[src/rtl/sr_readback_if.sv]
// Pin bundle between the serial readback engine and the rest of the chip:
// request handshake, result word and the shift-register chain pins.
interface sr_readback_if #(
  parameter int DATA_WIDTH = 170
);
  logic                  start;
  logic                  data_in;
  logic                  data_out;
  logic                  cap_sr;
  logic                  clk_sr;
  logic [DATA_WIDTH-1:0] dout;
  logic                  valid;
  logic                  busy;

  modport master (
    input  start, data_in,
    output data_out, cap_sr, clk_sr, dout, valid, busy
  );

  modport slave (
    output start, data_in,
    input  data_out, cap_sr, clk_sr, dout, valid, busy
  );
endinterface

[src/rtl/sr_readback.sv]
// Serial readback of the configuration shift-register chain: capture, shift out
// with recirculation, and assemble the returning bits into one parallel word.
module sr_readback #(
  parameter int DATA_WIDTH      = 170,
  parameter int CNT_WIDTH       = 8,
  parameter bit SHIFT_DIRECTION = 1'b1
) (
  input  logic          clk,
  input  logic          rst,
  sr_readback_if.master bus
);

  typedef enum logic [2:0] {IDLE, CAPTURE, P0, P1, P2, DONE} state_t;

  localparam logic [CNT_WIDTH-1:0] LAST = CNT_WIDTH'(DATA_WIDTH - 1);

  state_t                state;
  state_t                state_nxt;
  logic [CNT_WIDTH-1:0]  cnt;
  logic [DATA_WIDTH-1:0] shadow;

  // Bit k of the stream lands at the MSB end or the LSB end of the word.
  function automatic logic [CNT_WIDTH-1:0] place(input logic [CNT_WIDTH-1:0] k);
    return SHIFT_DIRECTION ? (LAST - k) : k;
  endfunction

  always_comb begin
    state_nxt = state;
    case (state)
      IDLE:    if (bus.start) state_nxt = CAPTURE;
      CAPTURE: state_nxt = P0;
      P0:      state_nxt = P1;
      P1:      state_nxt = P2;
      P2:      state_nxt = (cnt == LAST) ? DONE : P0;
      DONE:    state_nxt = IDLE;
      default: state_nxt = IDLE;
    endcase
  end

  // Outputs are decoded from the next state so each one is a plain flop.
  always_ff @(posedge clk) begin
    if (rst) begin
      state        <= IDLE;
      cnt          <= '0;
      bus.cap_sr   <= 1'b0;
      bus.clk_sr   <= 1'b0;
      bus.valid    <= 1'b0;
      bus.busy     <= 1'b0;
      bus.data_out <= 1'b0;
      bus.dout     <= '0;
    end else begin
      state      <= state_nxt;
      bus.cap_sr <= (state_nxt == CAPTURE);
      bus.clk_sr <= (state_nxt == P2);
      bus.valid  <= (state_nxt == DONE);
      bus.busy   <= (state_nxt inside {CAPTURE, P0, P1, P2});

      if (state == CAPTURE)
        cnt <= '0;
      else if (state == P2)
        cnt <= cnt + 1'b1;

      // The sampled bit is fed straight back so the chain rotates to its start.
      if (state == P0)
        bus.data_out <= bus.data_in;
      else if (state_nxt inside {IDLE, CAPTURE, DONE})
        bus.data_out <= 1'b0;

      if (state_nxt == DONE)
        bus.dout <= shadow;
    end
  end

  always_ff @(posedge clk) begin
    if (state == P0)
      shadow[place(cnt)] <= bus.data_in;
  end

endmodule

[src/flat_wrapper.sv]
// flat-port wrapper written by rule: the top's interface ports become plain ports
module sr_readback_flat 
#(
  parameter int DATA_WIDTH      = 170,
  parameter int CNT_WIDTH       = 8,
  parameter bit SHIFT_DIRECTION = 1'b1
)
  (clk, rst, bus_start, bus_data_in, bus_data_out, bus_cap_sr, bus_clk_sr, bus_dout, bus_valid, bus_busy);
  sr_readback_if #(.DATA_WIDTH(DATA_WIDTH)) bus_i ();
  input  logic clk;
  input  logic rst;
  input wire logic [$bits(bus_i.start)-1:0] bus_start;
  input wire logic [$bits(bus_i.data_in)-1:0] bus_data_in;
  output wire logic [$bits(bus_i.data_out)-1:0] bus_data_out;
  output wire logic [$bits(bus_i.cap_sr)-1:0] bus_cap_sr;
  output wire logic [$bits(bus_i.clk_sr)-1:0] bus_clk_sr;
  output wire logic [$bits(bus_i.dout)-1:0] bus_dout;
  output wire logic [$bits(bus_i.valid)-1:0] bus_valid;
  output wire logic [$bits(bus_i.busy)-1:0] bus_busy;
  assign bus_i.start = bus_start;
  assign bus_i.data_in = bus_data_in;
  assign bus_data_out = bus_i.data_out;
  assign bus_cap_sr = bus_i.cap_sr;
  assign bus_clk_sr = bus_i.clk_sr;
  assign bus_dout = bus_i.dout;
  assign bus_valid = bus_i.valid;
  assign bus_busy = bus_i.busy;
  sr_readback #(.DATA_WIDTH(DATA_WIDTH), .CNT_WIDTH(CNT_WIDTH), .SHIFT_DIRECTION(SHIFT_DIRECTION)) u_core (.clk(clk), .rst(rst), .bus(bus_i));
endmodule
[config.mk]
export PLATFORM = sky130hd
export DESIGN_NAME = sr_readback_flat
export DESIGN_NICKNAME = d
export VERILOG_FILES = /design/src/rtl/sr_readback_if.sv /design/src/rtl/sr_readback.sv /design/src/flat_wrapper.sv
export SDC_FILE = /design/constraint.sdc
export NUM_CORES = 1
export LEC_CHECK = 0
export BUFFER_PORTS_ARGS = -buffer_cell sky130_fd_sc_hd__buf_4
export CAP_MARGIN = 20
export CORE_AREA = 2 2 193 195
export DETAILED_ROUTE_END_ITERATION = 10
export DIE_AREA = 0 0 195 197
export HOLD_SLACK_MARGIN = 0.12
export SYNTH_ARGS = -nofsm -noshare
export SYNTH_HDL_FRONTEND = slang
export SYNTH_SLANG_ARGS = --single-unit
[constraint.sdc]
create_clock -name clk -period 2.9 [get_ports clk]
set_input_delay 0.87 -clock clk [delete_from_list [all_inputs] [get_ports clk]]
set_output_delay 0.87 -clock clk [all_outputs]
set_load 0.02 [all_outputs]
==> impl_metrics.tcl, run 1 <==
set metrics [dict create \
    synth_area_leaders "edfxtp_1, dfxtp_1, nand2_1, a21oi_1, nor3_1" \
    place_congestion 0.829 \
    core_area_mm2 0.0363 \
    syn_to_final_growth_pct 24.6 \
    antenna_found_initial 0 \
    first_global_vias 9544 \
    clkTransAtPathRegs_ns 0.06 \
    post_cts_resized 0 \
    rows 70 \
    synth_top_area_share_pct 38.4 \
    cp-end-kind "flip-flop" \
    p_per_area_mw_per_mm2 611 \
    nNetsFinal 1464 \
    synth_most_common_cell "nand2_1" \
    finalSetupTns_ns 0 \
    clock-sinks 356 \
    clock_skew_ns 0.0154 \
    ctsRootBufferMaster "clkbuf_16" \
    yosys-top-cells-count "nand2_1, dfxtp_1, a21oi_1" \
    hpwl_um 22900 \
    peakVddDrop_mv 0.332 \
    multiInputGateArea_mm2 0.00408 \
    cts_tree "built" \
    start_util_pct 36.6 \
    slew_violations 0 \
    cts_setup_buffers 0 \
    clock.fmax_mhz 385 \
    setup_violations 0 \
    synth_fp_nets 1305 \
    rsz0062_at_grt "false" \
    fin_util_pct 45.7 \
    synth-edff-count 170 \
    seqCellArea_mm2 0.00883 \
    grt_use_met3_pct 3.80 \
    hp-class "flip-flop to flip-flop" \
    synth.distinct_cells 46 \
    switching_power_uw 2060 \
    startpoint "u_core.cnt[1]$_SDFFE_PP0N_" \
    pin_count 179 \
    min_period_ns 2.60 \
    port-buffer-count 178 \
    synth_seq_cells 356 \
    pwr-share-seq_pct 52.1 \
    p_int_uw 8050 \
    drt_wl_total_um 36800 \
    p_leak_uw 0.00574 \
    critical_path.max_fanout 16 \
    synthArstFlopShare_pct 0 \
    ant_nets 0 \
    cp.required_ns 3.08 \
    viasPerCell 5.14 \
    cts_buffers 38 \
    die-height_um 197 \
    hold_ws_ns 0.454 \
    slew_headroom_pct 38.5 \
    tightest_slew_ns 0.920 \
    first_pass_iters 5 \
    grt_pass1_wl_um 56400 \
    die_w_um 195 \
    hp-start "u_core.bus.dout[51]$_SDFFE_PP0P_" \
    grt_overflow 0 \
    grt_max_degree 123 \
    top_usage_layer "met2" \
    postSynthAreaPerCell_um2 10.3 \
    die_area_mm2 0.0384 \
    syn_area_mm2 0.0133 \
    insertion_delay_ns 0.52 \
    clockBufferDepth 3 \
    combinationalPowerShare_pct 1.6 \
    drv_cap 0 \
    worstPathArrival_ns 2.78 \
    hold_viol 0 \
    drc 0 \
    hold_buffers 0 \
    vias 10020 \
    wire_per_inst_um 18.9 \
    met1_usage_pct 26.3 \
    startpoint_type "flip-flop" \
    drt-initial-drc-count 804 \
    h-tree-depth 2 \
    path_class "flip-flop to flip-flop" \
    swShare_pct 20.4 \
    grt_usage_pct 18.9 \
    grt_util_met2_pct 29.7 \
    layout-drive-gt1-share_pct 19.9 \
    yosysSeqAreaShare_pct 66.5 \
    finalCritPeriodShare_pct 89.6 \
    yosys.area.top_type "edfxtp_1" \
    fillCellCount 3466 \
    ys.flop_type "dfxtp_1" \
    syn_inst 1295 \
    r2r-start "u_core.cnt[1]$_SDFFE_PP0N_" \
    yosysWarnings 0 \
    p_clk_share_pct 46.2 \
    status "finished clean" \
    diodes 0 \
]
[placed cells by master, fill, tap and decap left out, types with 4 or more instances in the layout]
master,n
nand2_1,353
a21oi_1,178
nor4_1,42
nor2_1,16
clkbuf_16,41
dfxtp_1,186
ha_1,6
o21bai_1,16
clkbuf_8,6
nand3_1,20
and3_1,4
o21ai_0,4
buf_4,214
nor3_1,135
clkbuf_1,13
buf_12,10
edfxtp_1,170
nand2b_1,7
[critical path, cell delays in order (launching register included)]
cell and delay (ns):
dfxtp_1 0.45, inv_1 0.15, ha_1 0.24, buf_4 0.19, or3b_1 0.37, a21boi_2 0.13
buf_4 0.22, o21bai_1 0.19, nor3_1 0.32
[stage by stage]
| stage | setup slack (ns) | total power [µW] | area [µm²] | cells |
|---|---|---|---|---|
| after floorplan | 0.573 | 5460 | 13300 | 1295 |
| after global placement | 0.306 | 5550 | 15300 | 1881 |
| after detailed placement | 0.324 | 5550 | 15400 | 1882 |
| after CTS | 0.316 | 10200 | 16600 | 1950 |
| after global routing | 0.211 | 10400 | 16600 | 1950 |
| final | 0.301 | 10100 | 16600 | 1950 |
[registers in the layout, summed over array words and instances (netlist names)]
| signal | count |
|---|---|
| u_core.bus.data_out | 1 |
| u_core.bus.dout | 170 |
| u_core.bus.clk_sr | 1 |
| u_core.bus.busy | 1 |
| u_core.shadow | 170 |
| u_core.state | 3 |
| u_core.cnt | 8 |
| u_core.bus.cap_sr | 1 |
| u_core.bus.valid | 1 |
[metal layers]
layer  up-vias  part of all wire (%)
met3        58                   6.9
met4         0                   2.7
li1       4848                     -
met1      4801                    44
met2       313                    47
met5         -                     0
[layout make-up]
type | instances | area share, %
Sequential cell | 356 | 53.3
Multi-Input combinational cell | 828 | 24.6
Timing Repair Buffer | 226 | 11.1
Clock buffer | 60 | 6.99
Tap cell | 468 | 3.54
Clock inverter | 8 | 0.287
Inverter | 4 | 0.0907
[final timing paths]
kind,slack (ns),cells past startpoint,end
min reg2reg,0.45,2,u_core.bus.dout[51]$_SDFFE_PP0P_
min,0.45,2,u_core.bus.dout[51]$_SDFFE_PP0P_
max,0.30,8,u_core.shadow[14]$_DFFE_PP_
max reg2reg,0.30,8,u_core.shadow[14]$_DFFE_PP_
[kinds of logic after synthesis]
| group | count (synthesis) | share of synthesized area, % |
|---|---|---|
| compound gates | 209 | 8.35 |
| fa+ha+maj | 6 | 0.565 |
| simple gates | 598 | 20.1 |
| xor+xnor | 12 | 0.904 |
| flops | 356 | 66.5 |
| mux | 3 | 0.226 |
| buf+inv | 111 | 3.40 |
[power by group through the flow]
stage	clock (µW)	sequential [µW]	combinational (µW)
finish	4670	5270	166
global placement	0	5380	166
floorplan	0	5390	75.5
detailed placement	0	5380	166
CTS	4780	5270	167
global route	4980	5270	181
Power figures use the tool's default switching activity.
==> inputs of run 2 (changes only) <==
--- a/config.mk
+++ b/config.mk
@@ -10,7 +10,9 @@
 export CORE_AREA = 2 2 193 195
 export DETAILED_ROUTE_END_ITERATION = 10
 export DIE_AREA = 0 0 195 197
+export GPL_ROUTABILITY_DRIVEN = 0
 export HOLD_SLACK_MARGIN = 0.12
+export PLACE_DENSITY = 0.65
 export SYNTH_ARGS = -nofsm -noshare
 export SYNTH_HDL_FRONTEND = slang
 export SYNTH_SLANG_ARGS = --single-unit
==> run 2 against run 1 <==
Net effect: core utilization shrank 0.17 points; flip-flop and latch count is the same; die area is the same; via count grew 0.97%; global-route usage is essentially flat; sequential power is essentially flat; final cell count shrank 0.10%; register-to-register slack is essentially flat.
==> impl_metrics.tcl, run 2 (same netlist as run 1, synthesis figures left out) <==
set metrics [dict create \
    hp-class "flip-flop to flip-flop" \
    fillCellCount 3426 \
    cts_buffers 38 \
    cp-end-kind "flip-flop" \
    tightest_slew_ns 0.945 \
    worstRegToRegCells 7 \
    place_ws_ns 0.0700 \
    setup_violations 0 \
    min_period_ns 2.59 \
    pin_count 179 \
    reg_top3 "u_core.bus.dout (170), u_core.shadow (170), u_core.cnt (8)" \
    grt_pass1_wl_um 56300 \
    peakVddDrop_mv 0.351 \
    hpwl_um 23000 \
    r2r-end "u_core.shadow[40]$_DFFE_PP_" \
    r2r_setup_slack_ns 0.31 \
    h-tree-depth 2 \
    diodes 0 \
    switching_power_uw 2130 \
    drc 0 \
    nNetsFinal 1460 \
    die_area_mm2 0.0384 \
    die-height_um 197 \
    slew_headroom_pct 36.9 \
    clockBufferDepth 3 \
    grt_overflow 0 \
    pwr-share-seq_pct 52.3 \
    core_area_mm2 0.0363 \
    p_int_uw 7960 \
    rows 70 \
    clkTransAtPathRegs_ns 0.06 \
    seqCellArea_mm2 0.00883 \
    wire_per_inst_um 19.1 \
    hold_viol 0 \
    finalCritPeriodShare_pct 89.5 \
    mostFrequentLayoutCells "nand2_1, buf_4, dfxtp_1" \
    post_cts_resized 0 \
    startpoint "u_core.cnt[1]$_SDFFE_PP0N_" \
    syn_to_final_growth_pct 24.2 \
    endpoint "u_core.shadow[40]$_DFFE_PP_" \
    insertion_delay_ns 0.55 \
    die_w_um 195 \
    p_leak_uw 0.00570 \
    ant_nets 0 \
    grt_max_degree 111 \
    cp.required_ns 3.11 \
    start_util_pct 36.6 \
    worstPathArrival_ns 2.81 \
    swShare_pct 21.1 \
    cts_setup_buffers 0 \
    layout-drive-gt1-share_pct 19.5 \
    first_global_vias 9495 \
    rsz0062_at_grt "false" \
    p_clk_share_pct 46.2 \
    drv_cap 0 \
    multiInputGateArea_mm2 0.00409 \
    clock_skew_ns 0.0208 \
    path_class "flip-flop to flip-flop" \
    antenna_found_initial 0 \
    startpoint_type "flip-flop" \
    ctsRootBufferMaster "clkbuf_16" \
    drt-initial-drc-count 831 \
    port-buffer-count 178 \
    critical_path.max_fanout 10 \
    clock-sinks 356 \
    hold_ws_ns 0.454 \
    finalSetupTns_ns 0 \
    layout_commonest_cell "nand2_1" \
    combinationalPowerShare_pct 1.5 \
    layout_setup_ws_ns 0.305 \
    status "finished clean" \
    drt_wl_total_um 37100 \
    hold_buffers 0 \
    clock.fmax_mhz 385 \
    cts_tree "built" \
    grt_usage_pct 18.9 \
    vias 10117 \
    r2r-start "u_core.cnt[1]$_SDFFE_PP0N_" \
    viasPerCell 5.19 \
    fin_util_pct 45.5 \
    first_pass_iters 5 \
    slew_violations 0 \
    p_per_area_mw_per_mm2 612 \
]
[run 2: power groups by stage]
stage / sequential (µW) / clock [µW] / combinational [µW]
final: 5280 / 4660 / 152
after global routing: 5280 / 4940 / 164
after CTS: 5280 / 4740 / 151
after detailed placement: 5390 / 0 / 151
after global placement: 5390 / 0 / 150
after floorplan: 5390 / 0 / 75.5
[run 2: how the worst min path moves through the flow]
stage,slack (ns),depth (start not counted),from,to
final,0.45,2,u_core.bus.dout[22]$_SDFFE_PP0P_,u_core.bus.dout[22]$_SDFFE_PP0P_
after global routing,0.47,2,u_core.bus.dout[53]$_SDFFE_PP0P_,u_core.bus.dout[53]$_SDFFE_PP0P_
after global placement,0.44,2,u_core.bus.dout[162]$_SDFFE_PP0P_,u_core.bus.dout[162]$_SDFFE_PP0P_
after detailed placement,0.45,2,u_core.bus.dout[53]$_SDFFE_PP0P_,u_core.bus.dout[53]$_SDFFE_PP0P_
after CTS,0.46,2,u_core.bus.dout[53]$_SDFFE_PP0P_,u_core.bus.dout[53]$_SDFFE_PP0P_
after floorplan,0.47,2,u_core.shadow[0]$_DFFE_PP_,u_core.bus.dout[0]$_SDFFE_PP0P_
[run 2: layer usage]
layer | vias up | wire [µm] | GRT usage [%]
met1 | 4919 | 16100 | 25.5
met4 | 0 | 719 | 5.26
li1 | 4831 | - | -
met2 | 322 | 17500 | 30.3
met3 | 45 | 2810 | 4.72
met5 | - | 0 | 0
[run 2: final cells by class]
type / count / area share (%)
Tap cell: 468 / 3.55
Multi-Input combinational cell: 828 / 24.8
Timing Repair Buffer: 222 / 10.9
Clock inverter: 15 / 0.849
Inverter: 4 / 0.0910
Clock buffer: 55 / 6.39
Sequential cell: 356 / 53.5
[run 2: worst max-delay path, cell delays in order, from the launching register on]
cell and delay (ns):
dfxtp_1 0.44, inv_1 0.14, ha_1 0.33, buf_4 0.20, xor2_2 0.33, nand3_1 0.23, buf_4 0.26, nor4_1 0.33
[run 2: through the flow]
step	instance area, µm²	std cells	total power (µW)
floorplan	13300	1295	5460
global placement	15300	1877	5540
detailed placement	15300	1877	5540
CTS	16500	1947	10200
global route	16500	1948	10400
finish	16500	1948	10100
==> inputs of run 3 (changes only) <==
--- a/config.mk
+++ b/config.mk
@@ -5,11 +5,12 @@
 export SDC_FILE = /design/constraint.sdc
 export NUM_CORES = 1
 export LEC_CHECK = 0
+export ABC_AREA = 1
 export BUFFER_PORTS_ARGS = -buffer_cell sky130_fd_sc_hd__buf_4
 export CAP_MARGIN = 20
-export CORE_AREA = 2 2 193 195
+export CORE_AREA = 2 2 195 197
 export DETAILED_ROUTE_END_ITERATION = 10
-export DIE_AREA = 0 0 195 197
+export DIE_AREA = 0 0 197 199
 export GPL_ROUTABILITY_DRIVEN = 0
 export HOLD_SLACK_MARGIN = 0.12
 export PLACE_DENSITY = 0.65
==> run 3 against run 2 <==
Net effect: critical path type unchanged; critical endpoint is now u_core.shadow[138]$_DFFE_PP_; global-route usage down 1.8 points; clock power down 3%; area after synthesis up 2.4%; wire length down 8.4%; worst setup slack better by 0.23 ns; final cell count down 0.15%; sequential share of layout area up 0.16 points; count of clock-buffer cells in the layout down 2; register-to-register slack better by 0.23 ns; sequential power about the same; largest power group unchanged.
==> impl_metrics.tcl, run 3 <==
set metrics [dict create \
    post_cts_resized 0 \
    synth_top_area_share_pct 37.5 \
    clock-sinks 356 \
    p_leak_uw 0.00568 \
    core_area_mm2 0.0371 \
    cts_buffers 37 \
    worstPathCellList "inv_1 -> ha_1 -> nand2_1 -> inv_1 -> nor2_1 -> inv_1 -> nor2_2 -> nand2_1 -> nor2_2" \
    cp_slowest_cell "nand2_1" \
    startpoint "u_core.cnt[1]$_SDFFE_PP0N_" \
    startpoint_type "flip-flop" \
    slew_headroom_pct 49.4 \
    yosys-top-cells-count "inv_1, dfxtp_1, a21oi_1" \
    drv_cap 0 \
    hold_end "u_core.bus.dout[169]$_SDFFE_PP0P_" \
    synth.distinct_cells 32 \
    pin_count 179 \
    ant_nets 0 \
    hp-class "flip-flop to flip-flop" \
    die-height_um 199 \
    vias 9186 \
    first_global_vias 9004 \
    synth_seq_cells 356 \
    clock.fmax_mhz 423 \
    max_stage_delay_ns 0.48 \
    path_delay_family "simple AND/OR/NAND/NOR gates" \
    r2r-start "u_core.cnt[1]$_SDFFE_PP0N_" \
    setup_violations 0 \
    ys.flop_type "dfxtp_1" \
    die_w_um 197 \
    hold_buffers 0 \
    cp-end-kind "flip-flop" \
    status "finished clean" \
    first_pass_iters 5 \
    rows 71 \
    clock_skew_ns 0.0116 \
    hp-start "u_core.bus.dout[169]$_SDFFE_PP0P_" \
    drt-initial-drc-count 512 \
    worstRegToRegCells 9 \
    crit_cells 9 \
    dp_cells 1880 \
    synth_fp_nets 1290 \
    cts_tree "built" \
    cp.required_ns 3.10 \
    start_util_pct 36.6 \
    yosysWarnings 0 \
    critical_path.max_fanout 10 \
    postSynthAreaPerCell_um2 10.6 \
    hold_depth 2 \
    drc 0 \
    die_area_mm2 0.0392 \
    rsz0062_at_grt "false" \
    grt_pass1_wl_um 51400 \
    reg_top3 "u_core.bus.dout (170), u_core.shadow (170), u_core.cnt (8)" \
    yosysSeqAreaShare_pct 64.9 \
    layout-drive-gt1-share_pct 26.9 \
    cts_setup_buffers 0 \
    finalNonFillerCells 1945 \
    clkTransAtPathRegs_ns 0.06 \
    wire_per_inst_um 17.5 \
    clockBufferDepth 3 \
    h-tree-depth 2 \
    synth_area_leaders "edfxtp_1, dfxtp_1, a21oi_1, o21ai_0, inv_1" \
    layout_commonest_cell "buf_4" \
    drt_wl_total_um 34000 \
    syn_area_mm2 0.0136 \
    grt_overflow 0 \
    viasPerCell 4.72 \
    r2r-end "u_core.shadow[138]$_DFFE_PP_" \
    synthArstFlopShare_pct 0 \
    syn_inst 1280 \
    min_period_ns 2.37 \
    finalCritPeriodShare_pct 81.6 \
    nNetsFinal 1455 \
    worstPathArrival_ns 2.57 \
    grt_usage_pct 17.1 \
    hold_viol 0 \
    ctsRootBufferMaster "clkbuf_16" \
    antenna_found_initial 0 \
    finalSetupTns_ns 0 \
    grt_max_degree 111 \
    slew_violations 0 \
    yosys.area.top_type "edfxtp_1" \
    hold_ws_ns 0.445 \
    hpwl_um 22100 \
    tightest_slew_ns 0.757 \
    r2r_setup_slack_ns 0.53 \
    diodes 0 \
    port-buffer-count 178 \
    synth_most_common_cell "inv_1" \
    mostFrequentLayoutCells "buf_4, inv_1, dfxtp_1" \
    synth-edff-count 170 \
    p_per_area_mw_per_mm2 609 \
    peakVddDrop_mv 0.329 \
    path_class "flip-flop to flip-flop" \
    cpMostUsedCell "inv_1" \
    worst-path-buf-inv 3 \
    insertion_delay_ns 0.50 \
    syn_to_final_growth_pct 20.9 \
]
-- run 3: tightest hold or removal path: cells and delay by family (launching register included) --
family                 cells  cell delay, ns
DFF                        1            0.31
buffers and inverters      1            0.05
AOI/OAI and AO/OA          1            0.05
-- run 3: per-stage QoR --
stage / total power, µW / util [%] / cell area (µm²) / worst slack, ns
floorplan: 5490 / - / 13600 / 0.973
global placement: 5590 / 41.2 / 15300 / 0.473
detailed placement: 5600 / 41.2 / 15300 / 0.513
CTS: 10100 / 44.3 / 16400 / 0.496
global route: 10300 / 44.3 / 16400 / 0.297
finish: 10000 / 44.3 / 16400 / 0.533
-- run 3: area by class of cell --
cell class	count	area, µm²
Clock buffer	53	1070
Fill cell	3487	20700
Sequential cell	356	8830
Multi-Input combinational cell	644	3500
Clock inverter	12	85.1
Inverter	202	768
Tap cell	474	593
Timing Repair Buffer	204	1610
-- run 3: kinds of logic after synthesis --
logic type / after synthesis / share of synthesized area (%)
buffers and inverters: 280 / 9.46
DFF: 356 / 64.9
adders and majority gates: 6 / 0.552
AOI/OAI and AO/OA: 355 / 13.1
and+or+nand+nor: 283 / 12.0
-- run 3: worst max path at each step --
stage                              endpoint  slack, ns
2_1_floorplan   u_core.shadow[43]$_DFFE_PP_       0.97
3_3_place_gp   u_core.shadow[138]$_DFFE_PP_       0.47
3_5_place_dp    u_core.shadow[26]$_DFFE_PP_       0.51
4_1_cts        u_core.shadow[138]$_DFFE_PP_       0.50
5_1_grt        u_core.shadow[138]$_DFFE_PP_       0.30
6_report       u_core.shadow[138]$_DFFE_PP_       0.53
-- run 3: report_power, final --
group	internal [µW]	switching (µW)	total [µW]	leakage [µW]
clock	2650	1880	4530	0.000577
sequential	5260	7.53	5270	0.00303
combinational	55.9	156	212	0.00208
-- run 3: per-layer routing --
layer	wire [µm]	GRT usage, %	vias to the layer above
met5	0	0	-
met4	1190	6.74	0
met3	1890	3.58	64
met2	16500	28.6	217
met1	14500	21.7	4378
li1	-	-	4527
